===== src/rtl/inst_loader_pkg.sv =====
// Shared definitions for the instruction loader: word geometry and FSM state encoding.
// Build option: INST_LOADER_CHECKSUM_EN adds the CHECK state (trailing XOR checksum byte).
package inst_loader_pkg;

    localparam int unsigned WORD_W         = 32;
    localparam int unsigned BYTE_W         = 8;
    localparam int unsigned BYTES_PER_WORD = WORD_W / BYTE_W;
    localparam int unsigned BYTE_IDX_W     = $clog2(BYTES_PER_WORD);

`ifdef INST_LOADER_CHECKSUM_EN
    typedef enum logic [2:0] {
        ST_LEN   = 3'd0,
        ST_DATA  = 3'd1,
        ST_CHECK = 3'd2,
        ST_DONE  = 3'd3,
        ST_ERROR = 3'd4
    } state_e;
`else
    typedef enum logic [2:0] {
        ST_LEN   = 3'd0,
        ST_DATA  = 3'd1,
        ST_DONE  = 3'd3,
        ST_ERROR = 3'd4
    } state_e;
`endif

endpackage


===== src/rtl/word_assembler.sv =====
// Byte-to-word assembler: collects little-endian bytes into a word.
// word_c is the complete word when last_c is high and the current byte is accepted.
module word_assembler
    import inst_loader_pkg::*;
(
    input  logic                  clk,
    input  logic                  resetN,
    input  logic                  clr,
    input  logic                  en,
    input  logic [BYTE_W-1:0]     in_byte,
    output logic [WORD_W-1:0]     word_c,
    output logic                  last_c
);

    localparam int unsigned SR_W = WORD_W - BYTE_W;

    logic [SR_W-1:0]       sr_q, sr_d;
    logic [BYTE_IDX_W-1:0] idx_q, idx_d;

    // Shift each accepted byte in at the top so the oldest byte ends up in the low lane.
    always_comb begin
        sr_d  = sr_q;
        idx_d = idx_q;
        if (clr) begin
            sr_d  = '0;
            idx_d = '0;
        end else if (en) begin
            sr_d  = {in_byte, sr_q[SR_W-1:BYTE_W]};
            idx_d = idx_q + BYTE_IDX_W'(1);
        end
    end

    // Shift register and byte index.
    always_ff @(posedge clk) begin
        if (!resetN) begin
            sr_q  <= '0;
            idx_q <= '0;
        end else begin
            sr_q  <= sr_d;
            idx_q <= idx_d;
        end
    end

    assign word_c = {in_byte, sr_q};
    assign last_c = (idx_q == BYTE_IDX_W'(BYTES_PER_WORD - 1));

endmodule


===== src/rtl/inst_loader.sv =====
// Instruction loader: parses a length-prefixed little-endian byte stream and
// writes the words to instruction memory starting at BASE_ADDR.
// Build option: INST_LOADER_CHECKSUM_EN requires a trailing XOR checksum byte.
module inst_loader
    import inst_loader_pkg::*;
#(
    parameter logic [WORD_W-1:0] BASE_ADDR = 32'h0000_0000,
    parameter logic [WORD_W-1:0] MAX_WORDS = 32'h0002_0000
) (
    input  logic                clk,
    input  logic                resetN,
    input  logic [BYTE_W-1:0]   inByte,
    input  logic                inValid,
    output logic                inReady,
    input  logic                clear,
    output logic                memWe,
    output logic [WORD_W-1:0]   memAddr,
    output logic [WORD_W-1:0]   memData,
    output logic                busy,
    output logic                done,
    output logic                error,
    output logic [WORD_W-1:0]   wordCount
);

`ifdef INST_LOADER_CHECKSUM_EN
    localparam state_e ST_TAIL = ST_CHECK;
`else
    localparam state_e ST_TAIL = ST_DONE;
`endif

    state_e              state_q, state_d;
    logic [WORD_W-1:0]   len_q, len_d;
    logic [WORD_W-1:0]   word_idx_q, word_idx_d;
    logic [WORD_W-1:0]   word_count_q, word_count_d;
    logic [WORD_W-1:0]   mem_addr_q, mem_addr_d;
    logic [WORD_W-1:0]   mem_data_q, mem_data_d;
    logic                mem_we_q, mem_we_d;
    logic                ready_q, ready_d;
    logic                busy_q, busy_d;
    logic                done_q, done_d;
    logic                error_q, error_d;
`ifdef INST_LOADER_CHECKSUM_EN
    logic [BYTE_W-1:0]   chk_q, chk_d;
`endif

    logic                accept_c;
    logic                asm_en_c;
    logic                asm_clr_c;
    logic [WORD_W-1:0]   asm_word_c;
    logic                asm_last_c;

    assign accept_c = inValid & ready_q;

    word_assembler u_word_assembler (
        .clk     (clk),
        .resetN  (resetN),
        .clr     (asm_clr_c),
        .en      (asm_en_c),
        .in_byte (inByte),
        .word_c  (asm_word_c),
        .last_c  (asm_last_c)
    );

    // Next-state, write port and status decode.
    always_comb begin
        state_d      = state_q;
        len_d        = len_q;
        word_idx_d   = word_idx_q;
        word_count_d = word_count_q;
        mem_addr_d   = mem_addr_q;
        mem_data_d   = mem_data_q;
        mem_we_d     = 1'b0;
        asm_en_c     = 1'b0;
        asm_clr_c    = 1'b0;
`ifdef INST_LOADER_CHECKSUM_EN
        chk_d        = chk_q;
`endif

        unique case (state_q)
            ST_LEN: begin
                asm_en_c = accept_c;
                if (accept_c && asm_last_c) begin
                    len_d      = asm_word_c;
                    word_idx_d = '0;
                    if (asm_word_c > MAX_WORDS) begin
                        state_d = ST_ERROR;
                    end else if (asm_word_c == '0) begin
                        state_d = ST_TAIL;
                    end else begin
                        state_d = ST_DATA;
                    end
                end
            end

            ST_DATA: begin
                asm_en_c = accept_c;
                if (accept_c) begin
`ifdef INST_LOADER_CHECKSUM_EN
                    chk_d = chk_q ^ inByte;
`endif
                    if (asm_last_c) begin
                        mem_we_d     = 1'b1;
                        mem_addr_d   = BASE_ADDR + (word_idx_q << BYTE_IDX_W);
                        mem_data_d   = asm_word_c;
                        word_count_d = word_count_q + WORD_W'(1);
                        word_idx_d   = word_idx_q + WORD_W'(1);
                        if (word_idx_q == len_q - WORD_W'(1)) begin
                            state_d = ST_TAIL;
                        end
                    end
                end
            end

`ifdef INST_LOADER_CHECKSUM_EN
            ST_CHECK: begin
                if (accept_c) begin
                    state_d = (inByte == chk_q) ? ST_DONE : ST_ERROR;
                end
            end
`endif

            ST_DONE, ST_ERROR: begin
                if (clear) begin
                    state_d      = ST_LEN;
                    len_d        = '0;
                    word_idx_d   = '0;
                    word_count_d = '0;
                    mem_addr_d   = '0;
                    mem_data_d   = '0;
                    asm_clr_c    = 1'b1;
`ifdef INST_LOADER_CHECKSUM_EN
                    chk_d        = '0;
`endif
                end
            end

            default: begin
                state_d = ST_LEN;
            end
        endcase

        done_d  = (state_d == ST_DONE);
        error_d = (state_d == ST_ERROR);
        ready_d = !(done_d || error_d);
        busy_d  = ready_d;
    end

    // State, counters and registered outputs.
    always_ff @(posedge clk) begin
        if (!resetN) begin
            state_q      <= ST_LEN;
            len_q        <= '0;
            word_idx_q   <= '0;
            word_count_q <= '0;
            mem_addr_q   <= '0;
            mem_data_q   <= '0;
            mem_we_q     <= 1'b0;
            ready_q      <= 1'b1;
            busy_q       <= 1'b1;
            done_q       <= 1'b0;
            error_q      <= 1'b0;
        end else begin
            state_q      <= state_d;
            len_q        <= len_d;
            word_idx_q   <= word_idx_d;
            word_count_q <= word_count_d;
            mem_addr_q   <= mem_addr_d;
            mem_data_q   <= mem_data_d;
            mem_we_q     <= mem_we_d;
            ready_q      <= ready_d;
            busy_q       <= busy_d;
            done_q       <= done_d;
            error_q      <= error_d;
        end
    end

`ifdef INST_LOADER_CHECKSUM_EN
    // Running XOR of data bytes.
    always_ff @(posedge clk) begin
        if (!resetN) begin
            chk_q <= '0;
        end else begin
            chk_q <= chk_d;
        end
    end
`endif

    assign inReady   = ready_q;
    assign busy      = busy_q;
    assign done      = done_q;
    assign error     = error_q;
    assign memWe     = mem_we_q;
    assign memAddr   = mem_addr_q;
    assign memData   = mem_data_q;
    assign wordCount = word_count_q;

endmodule


===== config.mk =====
export PLATFORM = sky130hd
export DESIGN_NAME = inst_loader
export DESIGN_NICKNAME = d
export VERILOG_FILES = /design/src/rtl/inst_loader_pkg.sv /design/src/rtl/word_assembler.sv /design/src/rtl/inst_loader.sv
export SDC_FILE = /design/constraint.sdc
export NUM_CORES = 1
export LEC_CHECK = 0
export CAP_MARGIN = 40
export CORE_MARGIN = 4
export CORE_UTILIZATION = 50
export CTS_CLUSTER_DIAMETER = 80
export DETAILED_ROUTE_END_ITERATION = 6
export PLACE_DENSITY_LB_ADDON = 0.3
export SLEW_MARGIN = 15
export SYNTH_ARGS = -nofsm -noshare
export SYNTH_HDL_FRONTEND = slang
export SYNTH_SLANG_ARGS = --single-unit
export TNS_END_PERCENT = 30

===== constraint.sdc =====
create_clock -name clk -period 5.4 [get_ports clk]
set_input_delay 0.54 -clock clk [delete_from_list [all_inputs] [get_ports clk]]
set_output_delay 0.54 -clock clk [all_outputs]
set_load 0.02 [all_outputs]

## Yosys cells after proc, flatten, opt, wreduce, memory -nomap -nowiden

Cells that the tools add are included.

- Add/sub/neg operators: 4
- Multipliers: 0
- Divide/modulo/power cells: 0
- Magnitude comparators: 1
- Equal/unequal tests: 11
- Shifts and indexed selects: 0
- Mux-type cells: 28
- Bitwise logic cells: 2
- Reductions and logical operators: 15

Operator list:

| kind | count |
|---|---|
| $mux W32 | 11 |
| $pmux W32 S2 | 4 |
| $pmux W32 S3 | 1 |
| $add A32 B1 Y32 const B | 2 |
| $eq A32 B32 Y1 | 1 |
| $gt A32 B18 Y1 const B | 1 |
| $logic_not A32 Y1 | 1 |
| $sub A32 B1 Y32 const B | 1 |
| $mux W3 | 6 |
| $pmux W3 S3 | 1 |
| $ne A2 B2 Y1 const B | 4 |
| $eq A3 B2 Y1 const B | 2 |
| $eq A3 B3 Y1 const B | 2 |
| $reduce_and A3 Y1 | 2 |
| $reduce_or A2 Y1 | 3 |
| $reduce_and A5 Y1 | 1 |
| $mux W1 | 4 |
| $reduce_and A4 Y1 | 1 |
| $reduce_bool A2 Y1 | 2 |
| $eq A3 B1 Y1 const B | 1 |
| $logic_not A3 Y1 | 1 |
| $reduce_bool A3 Y1 | 1 |
| $add A2 B1 Y2 const B | 1 |
| $eq A2 B2 Y1 const B | 1 |
| other kinds (6) | 6 |

- Register bits after elaboration: 193
- Bits in latches: 0
- RAM bits: 0
- Bits in read-only memories: 0
- Bits of input ports: 12
- Output and inout port bits: 101
- Logic and storage cells: 73
- Memories kept: 0

## Logic depth before layout (Yosys ltp)

Gate-level depths: netlist (run 1).

- Word-level depth: 9
- Depth in mapped cells: 10
- Gate-level depth less buffers: 9

## Modules after synthesis

Synthesis (run 1) repeated with hierarchy kept, for this count alone.

- Cells, all modules: 1079
- Area, all modules: 9046.2 um^2

Modules (own cells, without submodules):

| module | instances | cells an instance | area each (um^2) | sequential area each (um^2) |
|---|---|---|---|---|
| inst_loader | 1 | 985 | 8016.4 | 3303.2 |
| word_assembler | 1 | 94 | 1029.7 | 520.5 |

## Least setup slack after synthesis (run 1)

Ideal clock, no wire load.

- Path kind: flip-flop to flip-flop
- Start point: register len_q[0]
- End point: register busy_q, in the netlist busy
- Setup time: 0.139 ns
- Arrival: 2.624 ns
- Required time: 5.261 ns
- Path slack: 2.638 ns
- Stages on the path, launching flop included: 11
- Buffers on the path: 1
- Period minus slack after synthesis: 2.762 ns
- Cells stage by stage: dfxtp_1 -> inv_1 -> ha_1 -> or4b_1 -> buf_6 -> or4b_1 -> a21oi_1 -> o32ai_1 -> or4_4 -> nor4_4 -> a21oi_1

- Cells in the longest elaborated chain, start to end: 9
- Elaborated cells between the ends (all ways): 10
- Classes of those cells: add/sub: 1; eq/ne: 3; mux: 4; reduce/logical: 2

Ends and longest elaborated chain:

| what | RTL line | RTL |
|---|---|---|
| start: declaration | inst_loader.sv:32 | `logic [WORD_W-1:0] len_q, len_d;` |
| start signal: assignment | inst_loader.sv:164 | `len_q <= len_d;` |
| $sub A32 B1 Y32 * | inst_loader.sv:107 | `if (word_idx_q == len_q - WORD_W'(1)) begin` |
| $eq A32 B32 Y1 * | inst_loader.sv:107 |  |
| $mux W3 * | inst_loader.sv:107 |  |
| $mux W3 * | inst_loader.sv:101 | `if (asm_last_c) begin` |
| $mux W3 * | inst_loader.sv:97 | `if (accept_c) begin` |
| $pmux W3 S3 * | inst_loader.sv:79 | `unique case (state_q)` |
| $eq A3 B2 Y1 or $eq A3 B3 Y1 (tied branches) | inst_loader.sv:142, inst_loader.sv:143 |  |
| $logic_or A1 B1 Y1 * | inst_loader.sv:144 | `ready_d = !(done_d \|\| error_d);` |
| $logic_not A1 Y1 * | inst_loader.sv:144 |  |
| end signal: assignment | inst_loader.sv:171 | `busy_q <= busy_d;` |
| end: declaration | inst_loader.sv:39 | `logic busy_q, busy_d;` |

Every way passes the cells marked *; elsewhere a longest branch is shown, timed or not.
A chain may end at the register's enable or synchronous reset.

## Worst setup path after layout (run 1)

Ends and elaborated chain as after synthesis.

==> results.tsv, run 1 <==
stage	metric	value	unit
critical_path	CP Capture Type	flop	
power	worst vdd ir	237	uV
global_route	GR Util met3	6.12	%
global_route	Total GRT Usage	22.8	%
clock_tree	clk root buf	clkbuf_16	
synthesis	Synth Register Bits	191	
final_layout	area taken by multi-input logic gates	4860	um2
route	Vias/cell	5.66	
global_route	largest net degree at the start of global routing	102	
timing	Tcrit/Tclk final	60.2	%
power	Lkg Pwr	3.69	nW
final_layout	antenna cells	0	
route	DRC violations left	0	
clock_tree	# clock sinks	191	
run_status	result of the run	completed	
synthesis	Syn Inst Count	1106	
synthesis	top_reg_cell synth	dfxtp_1	
critical_path	max incr delay on CP	0.69	ns
timing	unrepaired setup endpoints after global routing	false	
synthesis	post-synthesis sequential area ratio	42.5	%
route	first drt pass iteration count	5	
global_route	grt peak-use layer	met2	
die	site row count	48	
timing	minimum clock period	3.25	ns
critical_path	critical path type	flop to flop	
clock_tree	hold buffers post-CTS	0	
clock_tree	setup bufs post-CTS	0	
critical_path	Startpoint Class	flop	
timing	setup violators final	0	
clock_tree	CTS tree	built	
final_layout	share of layout cells above drive strength 1	5.41	%
timing	worst rel slew slack	38.6	%
clock_tree	CTS Buffer Depth	2	
synthesis	number of synthesized flops with an enable pin	0	
route	drt total wl	22700	um
clock_tree	H-tree depth	4	
global_route	met1 GRT Util	29.1	%
die	die height	142	um
route	ANT nets after route	0	
route	DR WL/cell	16.1	um
final_layout	FF+latch area	3820	um2
placed_design	HPWL reported at the end of detailed placement	15800	um
die	Die ar.	20200	um2
die	CORE AREA	17500	um2
synthesis	Cell variety after synth	68	
global_route	grt total ovfl	0	
timing	Fmax	308	MHz
critical_path	worst-path fanout max	11	
critical_path	cells along the critical path	inv_1 -> ha_1 -> or4b_1 -> nor3_2 -> and4bb_4 -> xnor2_1 -> a211o_1 -> a2111oi_1 -> a21oi_1	
hold_path	Hold Path Class	primary input to flop	
synthesis	post-synthesis async set-or-reset flop share	0	%
die	Ports	113	
die	Die X-Extent	142	um
clock_tree	TritonCTS buffer count	17	
route	via count	7976	
route	DR iter-0 viols	711	
final_layout	Layout area overhead	19.7	%
timing	Hold Violations, Final	0	
clock_tree	Clock Pin Slew Worst Setup and Hold Paths	0.07	ns
die	Initial Utilization	51.5	%
power	total power draw	2.80	mW
timing	clk_skew	0.00787	ns
global_route	GR Util met2	37.8	%
placed_design	Final GP Congestion	0.910	
timing	Slew Viols, Final	0	
global_route	initial antenna violation count	0	
final_layout	nets	1186	
timing	Worst-Margin Slew	0.913	ns
timing	setup TNS	0	ns
critical_path	worst reg-to-reg setup slack	2.15	ns
synthesis	Mapped Area	9010	um2
flow_run	maxcap violations	0	
global_route	global-route wire length before repair	37900	um
critical_path	CP max stage cell	or4b_1	
power	Power Density	260	nW/um2
final_layout	Fill cells	1541	
clock_tree	worst skew pair latency	0.44	ns
clock_tree	post-cts resize count	0	
critical_path	Critical Path AT	3.55	ns
synthesis	Ys Warns	0	
critical_path	Critical Path RT	5.70	ns
synthesis	Syn Area/Cell	8.14	um2
global_route	number of global-route vias before repair	7514	
placed_design	port buffer count	110	
## placed cells by master, fill, tap and decap left out, types with 3 or more instances in the layout
cell type / count
or2_2: 6
dfxtp_1: 191
buf_4: 8
xor2_1: 42
a21boi_0: 95
nand3_1: 130
nand2_1: 181
inv_1: 12
nand2b_1: 7
a21oi_1: 54
nor2b_1: 5
mux2i_1: 4
xnor2_1: 41
o22ai_1: 3
or4_4: 3
clkbuf_1: 3
or4_1: 6
and2_1: 3
nor2_1: 72
and3_1: 15
nand4_1: 21
clkbuf_8: 4
ha_1: 4
clkdlybuf4s50_1: 109
nor3_1: 21
nor3_2: 3
and4_1: 8
or3_1: 17
clkbuf_16: 17
nor4_1: 15
o21ai_0: 21
## synthesized netlist by cell type (all sizes together) (5+ instances only)
| cell | number | share of area, % |
|---|---|---|
| nand4 | 21 | 1.5 |
| clkbuf | 66 | 2.8 |
| and3 | 17 | 1.2 |
| xnor2 | 41 | 4.0 |
| or2 | 6 | 0.42 |
| nand3 | 130 | 7.2 |
| a21oi | 55 | 3.1 |
| xor2 | 42 | 4.1 |
| dfxtp | 191 | 42 |
| or4 | 9 | 0.88 |
| nand2 | 181 | 7.5 |
| nand2b | 7 | 0.49 |
| nor4 | 16 | 1.3 |
| nor3 | 24 | 1.4 |
| or3 | 18 | 1.3 |
| nor2 | 72 | 3.0 |
| a21boi | 95 | 7.9 |
| nor2b | 5 | 0.35 |
| and4 | 8 | 0.78 |
| buf | 8 | 0.71 |
| inv | 12 | 0.50 |
| o21ai | 23 | 1.3 |
## kinds of logic (layout without fill, tap and decap cells)
group | count (synthesis) | in the layout | synth area share (%)
AOI/OAI and AO/OA | 205 | 205 | 15.4
xor gates and xnor gates | 83 | 83 | 8.07
adders and majority gates | 4 | 4 | 0.556
buffers and inverters | 87 | 163 | 4.10
DFF | 191 | 191 | 42.5
muxes | 4 | 4 | 0.445
other | 1 | 2 | 0.0416
and+or+nand+nor | 531 | 531 | 29.0
## layout make-up
class	count	area share (%)
multi-input combinational	829	45.1
sequential	191	35.5
timing repair buffer	119	10.9
clock buffer	24	4.56
tap	225	2.61
clock inverter	8	0.951
inverter	12	0.418
## stage by stage
stage | hold WS, ns | worst slack (ns) | std cells | instance area, um2 | util, %
after detailed placement | 0.455 | 2.20 | 1376 | 10200 | 58.3
after global placement | 0.446 | 2.32 | 1375 | 10200 | 58.2
after CTS | 0.395 | 2.16 | 1408 | 10800 | 61.7
final | 0.399 | 2.15 | 1408 | 10800 | 61.7
after global routing | 0.419 | 1.93 | 1408 | 10800 | 61.7
after floorplan | 0.440 | 2.64 | 1107 | 9010 | -
## per-layer routing
layer / routed length, um / part of all wire [%] / up-vias
li1: - / - / 3968
met5: 0 / 0 / -
met4: 408 / 1.8 / 0
met1: 10100 / 45 / 3781
met3: 1350 / 5.9 / 30
met2: 10800 / 48 / 197
## registers in the layout, indices dropped and copies added (netlist names)
register / flops
wordCount: 32
memData: 32
done: 1
state_q: 3
error: 1
u_word_assembler.idx_q: 2
busy: 1
u_word_assembler.sr_q: 24
memAddr: 30
word_idx_q: 32
memWe: 1
len_q: 32
## critical path: cells and delay by family, from the launching register on
family                   cells  cell delay (ns)
AO/OA/AOI/OAI                3             1.00
XOR/XNOR                     1             0.06
adder cells (fa/ha/maj)      1             0.23
buffers and inverters        1             0.07
flip-flops                   1             0.34
AND/OR/NAND/NOR              3             1.41
## power breakdown
group          internal (mW)  total [mW]  switching [mW]
logic                 0.0393       0.103          0.0639
clock network          0.733        1.27           0.534
registers               1.42        1.43          0.0130
## path summary, 6_finish.rpt
check                   start           to  cells past startpoint
setup reg to reg     len_q[0]         busy                      9
hold reg to reg   memAddr[16]  memAddr[16]                      2
setup / recovery     len_q[0]         busy                      9
hold / removal         resetN        memWe                      3
Power figures use the tool's default switching activity.
==> run 2, diff against run 1 <==
==> constraint.sdc (replaced) <==
create_clock -name clk -period 2.8 [get_ports clk]
set_input_delay 0.28 -clock clk [delete_from_list [all_inputs] [get_ports clk]]
set_output_delay 0.28 -clock clk [all_outputs]
set_load 0.02 [all_outputs]
==> run 2 against run 1 <==
  * Core utilization rose by 2.4 points
  * Wire length rose by 4.2%
  * Clock power rose by 110%
  * Register-to-register slack got worse by 2.1 ns
  * Highest routed layer unchanged
  * Critical path type unchanged
  * Flip-flop and latch count did not move
  * Final area rose by 3.9%
  * Via count rose by 2.3%
  * Clock-buffer cell count fell by 4
  * Worst hold slack got worse by 0.15 ns
==> results.tsv, run 2 (same netlist as run 1, synthesis figures left out) <==
stage	metric	value	unit	change
run_status	result of the run	completed		
global_route	number of global-route vias before repair	7791		+3.7%
timing	Fmax	366	MHz	+19%
die	die height	142	um	unchanged
global_route	global-route wire length before repair	39500	um	+4.2%
hold_path	Hold Path Class	primary input to flop		
placed_design	port buffer count	110		unchanged
critical_path	Worst path top cell family by delay	simple AND/OR/NAND/NOR gates		
critical_path	worst-path fanout max	3		-8
clock_tree	hold buffers post-CTS	0		unchanged
route	via count	8163		+2.3%
hold_path	WHS Endpoint	memWe		
route	ANT nets after route	0		unchanged
route	drt total wl	23600	um	+4.2%
timing	setup violators final	0		unchanged
final_layout	antenna cells	0		unchanged
hold_path	hold depth	4		+1
die	site row count	48		unchanged
route	DR iter-0 viols	552		-22%
hold_path	hold_sp	resetN		
final_layout	Final Non-Filler Cells	1453		+3.2%
critical_path	Top cell by count, worst path	or4_4		
power	Lkg Pwr	3.95	nW	+7.0%
clock_tree	# clock sinks	191		unchanged
global_route	grt total ovfl	0		unchanged
timing	Slew Viols, Final	0		unchanged
clock_tree	worst skew pair latency	0.43	ns	about the same
die	Die X-Extent	142	um	unchanged
clock_tree	Clock Pin Slew Worst Setup and Hold Paths	0.07	ns	about the same
critical_path	CP Capture Type	flop		
route	DR WL/cell	16.3	um	+0.96%
placed_design	Final GP Congestion	0.930		+2.3%
route	first drt pass iteration count	5		unchanged
critical_path	Critical Path RT	3.11	ns	-2.59 ns
critical_path	Critical Path AT	3.04	ns	-0.51 ns
final_layout	share of layout cells above drive strength 1	9.20	%	+3.8 points
timing	clk_skew	0.0109	ns	+0.00300 ns
critical_path	Startpoint Class	flop		
critical_path	R2R depth	7		-2
critical_path	worst reg-to-reg setup slack	0.07	ns	-2.08 ns
route	Vias/cell	5.62		-0.83%
timing	Tcrit/Tclk final	97.6	%	+37 points
flow_run	maxcap violations	0		unchanged
power	worst vdd ir	440	uV	+86%
power	Power Density	499	nW/um2	+92%
clock_tree	H-tree depth	4		unchanged
timing	minimum clock period	2.73	ns	-0.519 ns
die	Die ar.	20200	um2	unchanged
clock_tree	clk root buf	clkbuf_16		
timing	Hold Violations, Final	0		unchanged
critical_path	reg-to-reg critical path endpoint	busy		
placed_design	placed cell count	1420		+3.2%
timing	worst rel slew slack	42.9	%	+4.3 points
critical_path	critical path type	flop to flop		
final_layout	most common cell after layout, fill and taps aside	dfxtp_1		
die	Initial Utilization	51.5	%	unchanged
clock_tree	post-cts resize count	0		unchanged
final_layout	commonest non-fill, non-tap cells in the layout	dfxtp_1 (191), nand2_1 (181), nand3_1 (130), clkdlybuf4s50_1 (109), a21boi_0 (95)		
route	DRC violations left	0		unchanged
critical_path	FF-to-FF Start	len_q[17]		
die	CORE AREA	17500	um2	unchanged
critical_path	CP bufs+invs	0		-1
critical_path	CP max stage cell	or4_4		
critical_path	max incr delay on CP	0.54	ns	-0.15 ns
clock_tree	CTS Buffer Depth	2		unchanged
critical_path	cells along the critical path	or4_4 -> or4_4 -> a2111oi_4 -> o32ai_1 -> or4_4 -> nor4_4 -> a21oi_1		
placed_design	HPWL reported at the end of detailed placement	16900	um	+7.1%
timing	worst hold margin	0.250	ns	-0.149 ns
clock_tree	TritonCTS buffer count	17		unchanged
timing	Worst-Margin Slew	0.857	ns	-0.0562 ns
global_route	initial antenna violation count	0		unchanged
final_layout	nets	1231		+3.8%
die	Ports	113		unchanged
clock_tree	setup bufs post-CTS	0		unchanged
global_route	Total GRT Usage	23.8	%	+1.1 points
final_layout	Layout area overhead	24.4	%	
clock_tree	CTS tree	built		
global_route	largest net degree at the start of global routing	102		unchanged
timing	unrepaired setup endpoints after global routing	true		
[run 2: changes by cell type in the layout (fill, tap and decap cells not counted)]
| cell | change |
|---|---|
| or4_1 | -1 |
| buf_12 | +1 |
| buf_16 | +1 |
| clkbuf_1 | -2 |
| clkbuf_8 | -2 |
| clkinv_4 | +2 |
| or4b_1 | -1 |
| buf_4 | +43 |
| bufinv_16 | +2 |
| or4_4 | +1 |
| or4b_4 | +1 |
[run 2: worst max-delay path by stage]
stage | start | to | slack (ns) | cells past startpoint
final | len_q[17] | busy | 0.07 | 7
after global routing | len_q[17] | busy | -0.05 | 7
after CTS | len_q[17] | busy | 0.07 | 7
after detailed placement | len_q[17] | busy | 0.1 | 7
after global placement | len_q[17] | busy | 0.1 | 7
after floorplan | len_q[0] | busy | 0.04 | 10
[run 2: area by class of cell]
| cell class | count | area, um2 |
|---|---|---|
| Fill cell | 1524 | 6270 |
| Multi-Input combinational cell | 829 | 4870 |
| Sequential cell | 191 | 3820 |
| Timing Repair Buffer | 164 | 1550 |
| Clock buffer | 20 | 457 |
| Tap cell | 225 | 282 |
| Clock inverter | 12 | 180 |
| Inverter | 12 | 45.0 |
[run 2: tightest hold or removal path: stages]
cell	delay, ns
buf_2	0.11
nand2_1	0.07
nor4_1	0.05
buf_4	0.13
[run 2: through the flow]
stage | setup slack, ns | util [%] | TNS (ns) | total power [mW] | area [um2]
floorplan | 0.0377 | - | 0 | 2.95 | 9010
finish | 0.0671 | 64.1 | 0 | 5.59 | 11200
global route | -0.0546 | 64.1 | -0.0962 | 5.77 | 11200
CTS | 0.0653 | 63.9 | 0 | 5.62 | 11200
global placement | 0.0972 | 60.3 | 0 | 3.03 | 10500
detailed placement | 0.0960 | 60.3 | 0 | 3.03 | 10500
[run 2: per-layer routing]
metal / global-route usage [%] / up-vias / share of wire [%]
met4: 6.87 / 0 / 2.2
met1: 31.2 / 3854 / 46
li1: - / 4063 / -
met5: 0 / - / 0
met3: 6.18 / 41 / 5.2
met2: 39.0 / 205 / 47
[run 2: power breakdown]
group | internal, mW | total, mW | switching (mW)
clock | 1.55 | 2.61 | 1.07
combinational | 0.0854 | 0.215 | 0.129
sequential | 2.73 | 2.76 | 0.0243
==> run 3, diff against run 2 <==
--- a/config.mk
+++ b/config.mk
@@ -5,6 +5,7 @@
 export SDC_FILE = /design/constraint.sdc
 export NUM_CORES = 1
 export LEC_CHECK = 0
+export ABC_AREA = 1
 export CAP_MARGIN = 40
 export CORE_MARGIN = 4
 export CORE_UTILIZATION = 50
==> run 3 against run 2 <==
  * Flip-flop and latch count did not move
  * Sequential share of layout area down 2.0 points
  * Power up 7.4%
  * Non-clock buffer count shrank 32
  * Fmax rose by 12%
  * Global-route usage up 3.5 points
  * Via count is 25% higher
  * Clock-buffer cell count fell by 1
  * Final area up 6.4%
  * Largest cell class unchanged
==> results.tsv, run 3 <==
stage	metric	value	unit	change
timing	Hold Violations, Final	0		unchanged
clock_tree	H-tree depth	4		unchanged
synthesis	number of synthesized flops with an enable pin	0		unchanged
critical_path	CP bufs+invs	3		+3
route	DR iter-0 viols	982		+78%
clock_tree	setup bufs post-CTS	0		unchanged
critical_path	CP Capture Type	flop		
global_route	global-route wire length before repair	49600	um	+26%
synthesis	synth cell count leaders	nand2_1 (325), nor2_1 (221), dfxtp_1 (191), a21oi_1 (147), inv_1 (132)		
final_layout	share of layout cells above drive strength 1	5.92	%	-3.3 points
placed_design	Final GP Congestion	1.02		+9.2%
final_layout	Layout area overhead	17.5	%	
synthesis	post-synthesis async set-or-reset flop share	0	%	unchanged
flow_run	maxcap violations	0		unchanged
global_route	grt total ovfl	0		unchanged
timing	clk_skew	0.0111	ns	+0.000190 ns
final_layout	commonest non-fill, non-tap cells in the layout	nand2_1 (325), nor2_1 (221), dfxtp_1 (191), a21oi_1 (147), inv_1 (132)		
route	Vias/cell	5.51		-1.9%
timing	Fmax	410	MHz	+12%
synthesis	cell with the most instances after synthesis	nand2_1		
final_layout	antenna cells	0		unchanged
die	Die X-Extent	150	um	+5.8%
hold_path	Hold Path Class	primary input to flop		
route	DR WL/cell	16.5	um	+1.5%
clock_tree	post-cts resize count	0		unchanged
timing	unrepaired setup endpoints after global routing	false		
synthesis	Ys Warns	0		unchanged
clock_tree	CTS Buffer Depth	2		unchanged
timing	worst rel slew slack	60.1	%	+17 points
clock_tree	worst skew pair latency	0.44	ns	about the same
critical_path	worst-path fanout max	5		+2
power	worst vdd ir	458	uV	+4.0%
clock_tree	CTS tree	built		
synthesis	Mapped Area	10100	um2	+13%
global_route	initial antenna violation count	0		unchanged
die	die height	150	um	+5.8%
global_route	number of global-route vias before repair	9542		+22%
synthesis	Syn Inst Count	1513		+37%
placed_design	DP Area	11300	um2	+7.5%
clock_tree	# clock sinks	191		unchanged
clock_tree	TritonCTS buffer count	17		unchanged
timing	setup TNS	0	ns	unchanged
synthesis	Synth area leaders	dfxtp_1 (38%), nand2_1 (12%), nor2_1 (8.2%)		
global_route	largest net degree at the start of global routing	64		-37%
die	Initial Utilization	51.4	%	-0.11 points
synthesis	Synth Register Bits	191		unchanged
die	Die ar.	22600	um2	+12%
die	Ports	113		unchanged
critical_path	Critical Path RT	3.18	ns	+0.07 ns
global_route	Total GRT Usage	27.4	%	+3.5 points
final_layout	Core Util, Final	60.4	%	-3.7 points
synthesis	Synth area leader	dfxtp_1		
route	drt total wl	30600	um	+30%
synthesis	Cell variety after synth	45		-34%
timing	Tcrit/Tclk final	87.2	%	-10 points
critical_path	Top cell by count, worst path	nand2_1		
critical_path	Startpoint Class	flop		
final_layout	most common cell after layout, fill and taps aside	nand2_1		
placed_design	HPWL reported at the end of detailed placement	22500	um	+33%
route	DRC violations left	0		unchanged
route	via count	10200		+25%
timing	minimum clock period	2.44	ns	-0.293 ns
route	ANT nets after route	0		unchanged
critical_path	Critical Path AT	2.82	ns	-0.22 ns
synthesis	top cell type's share of synthesized area	37.7	%	-4.7 points
power	Lkg Pwr	4.52	nW	+14%
placed_design	port buffer count	110		unchanged
die	site row count	51		+6.3%
run_status	result of the run	completed		
critical_path	critical path type	flop to flop		
final_layout	fin area	11900	um2	+6.4%
die	CORE AREA	19700	um2	+13%
synthesis	top_reg_cell synth	dfxtp_1		
timing	Worst-Margin Slew	0.594	ns	-0.262 ns
synthesis	post-synthesis sequential area ratio	37.7	%	-4.7 points
critical_path	Worst path top cell family by delay	simple AND/OR/NAND/NOR gates		
timing	setup violators final	0		unchanged
clock_tree	hold buffers post-CTS	0		unchanged
critical_path	cells along the critical path	inv_1 -> ha_1 -> nand2_1 -> nor2_1 -> nand2_1 -> nand2_1 -> nand2_1 -> inv_1 -> nand2_1 -> nor2_1 -> nand2_1 -> nor2_1 -> nand3_1 -> nand3_1 -> nand2_1 -> inv_1		
critical_path	max incr delay on CP	0.32	ns	-0.22 ns
synthesis	Syn Area/Cell	6.70	um2	-18%
timing	Slew Viols, Final	0		unchanged
final_layout	nets	1592		+29%
critical_path	CP max stage cell	dfxtp_1		
clock_tree	clk root buf	clkbuf_16		
clock_tree	Clock Pin Slew Worst Setup and Hold Paths	0.07	ns	about the same
power	Power Density	504	nW/um2	+0.98%
route	first drt pass iteration count	7		+2
run 3: cell types whose count changed after synthesis, sizes merged, moves of 34 or more:
cell	change
nand3	-51
a21boi	-95
o21ai	+68
inv	+127
nor2	+163
nand2	+147
buf	+34
nand4	+36
a21oi	+93
run 3: area by class of cell:
cell class,count,area [um2]
Multi-Input combinational cell,1094,5380
Fill cell,1853,7800
Clock buffer,19,443
Tap cell,265,332
Timing Repair Buffer,132,1260
Inverter,140,526
Clock inverter,13,146
Sequential cell,191,3820
run 3: power by group:
part / switching (mW) / total [mW] / leakage [nW] / internal, mW
combinational: 0.504 / 0.764 / 2.70 / 0.260
sequential: 0.0427 / 2.80 / 1.54 / 2.75
clock: 1.15 / 2.44 / 0.285 / 1.29
run 3: per-stage QoR:
step                      hold slack (ns)  std cells  power, mW  setup slack [ns]
after floorplan                     0.441       1514       3.42             0.911
after global routing                0.435       1854       6.27            0.0931
final                               0.422       1854       6.00             0.360
after CTS                           0.398       1854       6.02             0.386
after detailed placement            0.454       1822       3.61             0.282
after global placement              0.450       1822       3.59             0.386
run 3: worst paths after layout:
path / end / depth (start not counted) / slack, ns / start
worst max register to register: state_q[1] / 16 / 0.36 / len_q[0]
worst min-delay path: busy / 3 / 0.42 / resetN
worst max-delay path: state_q[1] / 16 / 0.36 / len_q[0]
worst min register to register: memAddr[25] / 2 / 0.47 / memAddr[25]
run 3: cells by family after synthesis:
logic type,Yosys count,share of synthesized area [%]
AO/OA/AOI/OAI,255,13.2
XOR/XNOR,65,5.75
adder cells (fa/ha/maj),4,0.494
buffers and inverters,229,9.23
flip-flops,191,37.7
other,1,0.0370
AND/OR/NAND/NOR,768,33.6
run 3: worst register-to-register path: stages (launching register included):
cell and delay [ns]:
dfxtp_1 0.32, inv_1 0.17, ha_1 0.23, nand2_1 0.14, nor2_1 0.31, nand2_1 0.21
nand2_1 0.11, nand2_1 0.05, inv_1 0.04, nand2_1 0.06, nor2_1 0.09, nand2_1 0.07
nor2_1 0.20, nand3_1 0.15, nand3_1 0.09, nand2_1 0.07, inv_1 0.07
run 3: routing by layer:
metal	GRT usage, %	part of all wire, %	wire length, um
met1	38.8	45	13700
met2	42.7	45	13900
met3	4.55	7.7	2350
met4	8.65	2.2	671
met5	0	0	0
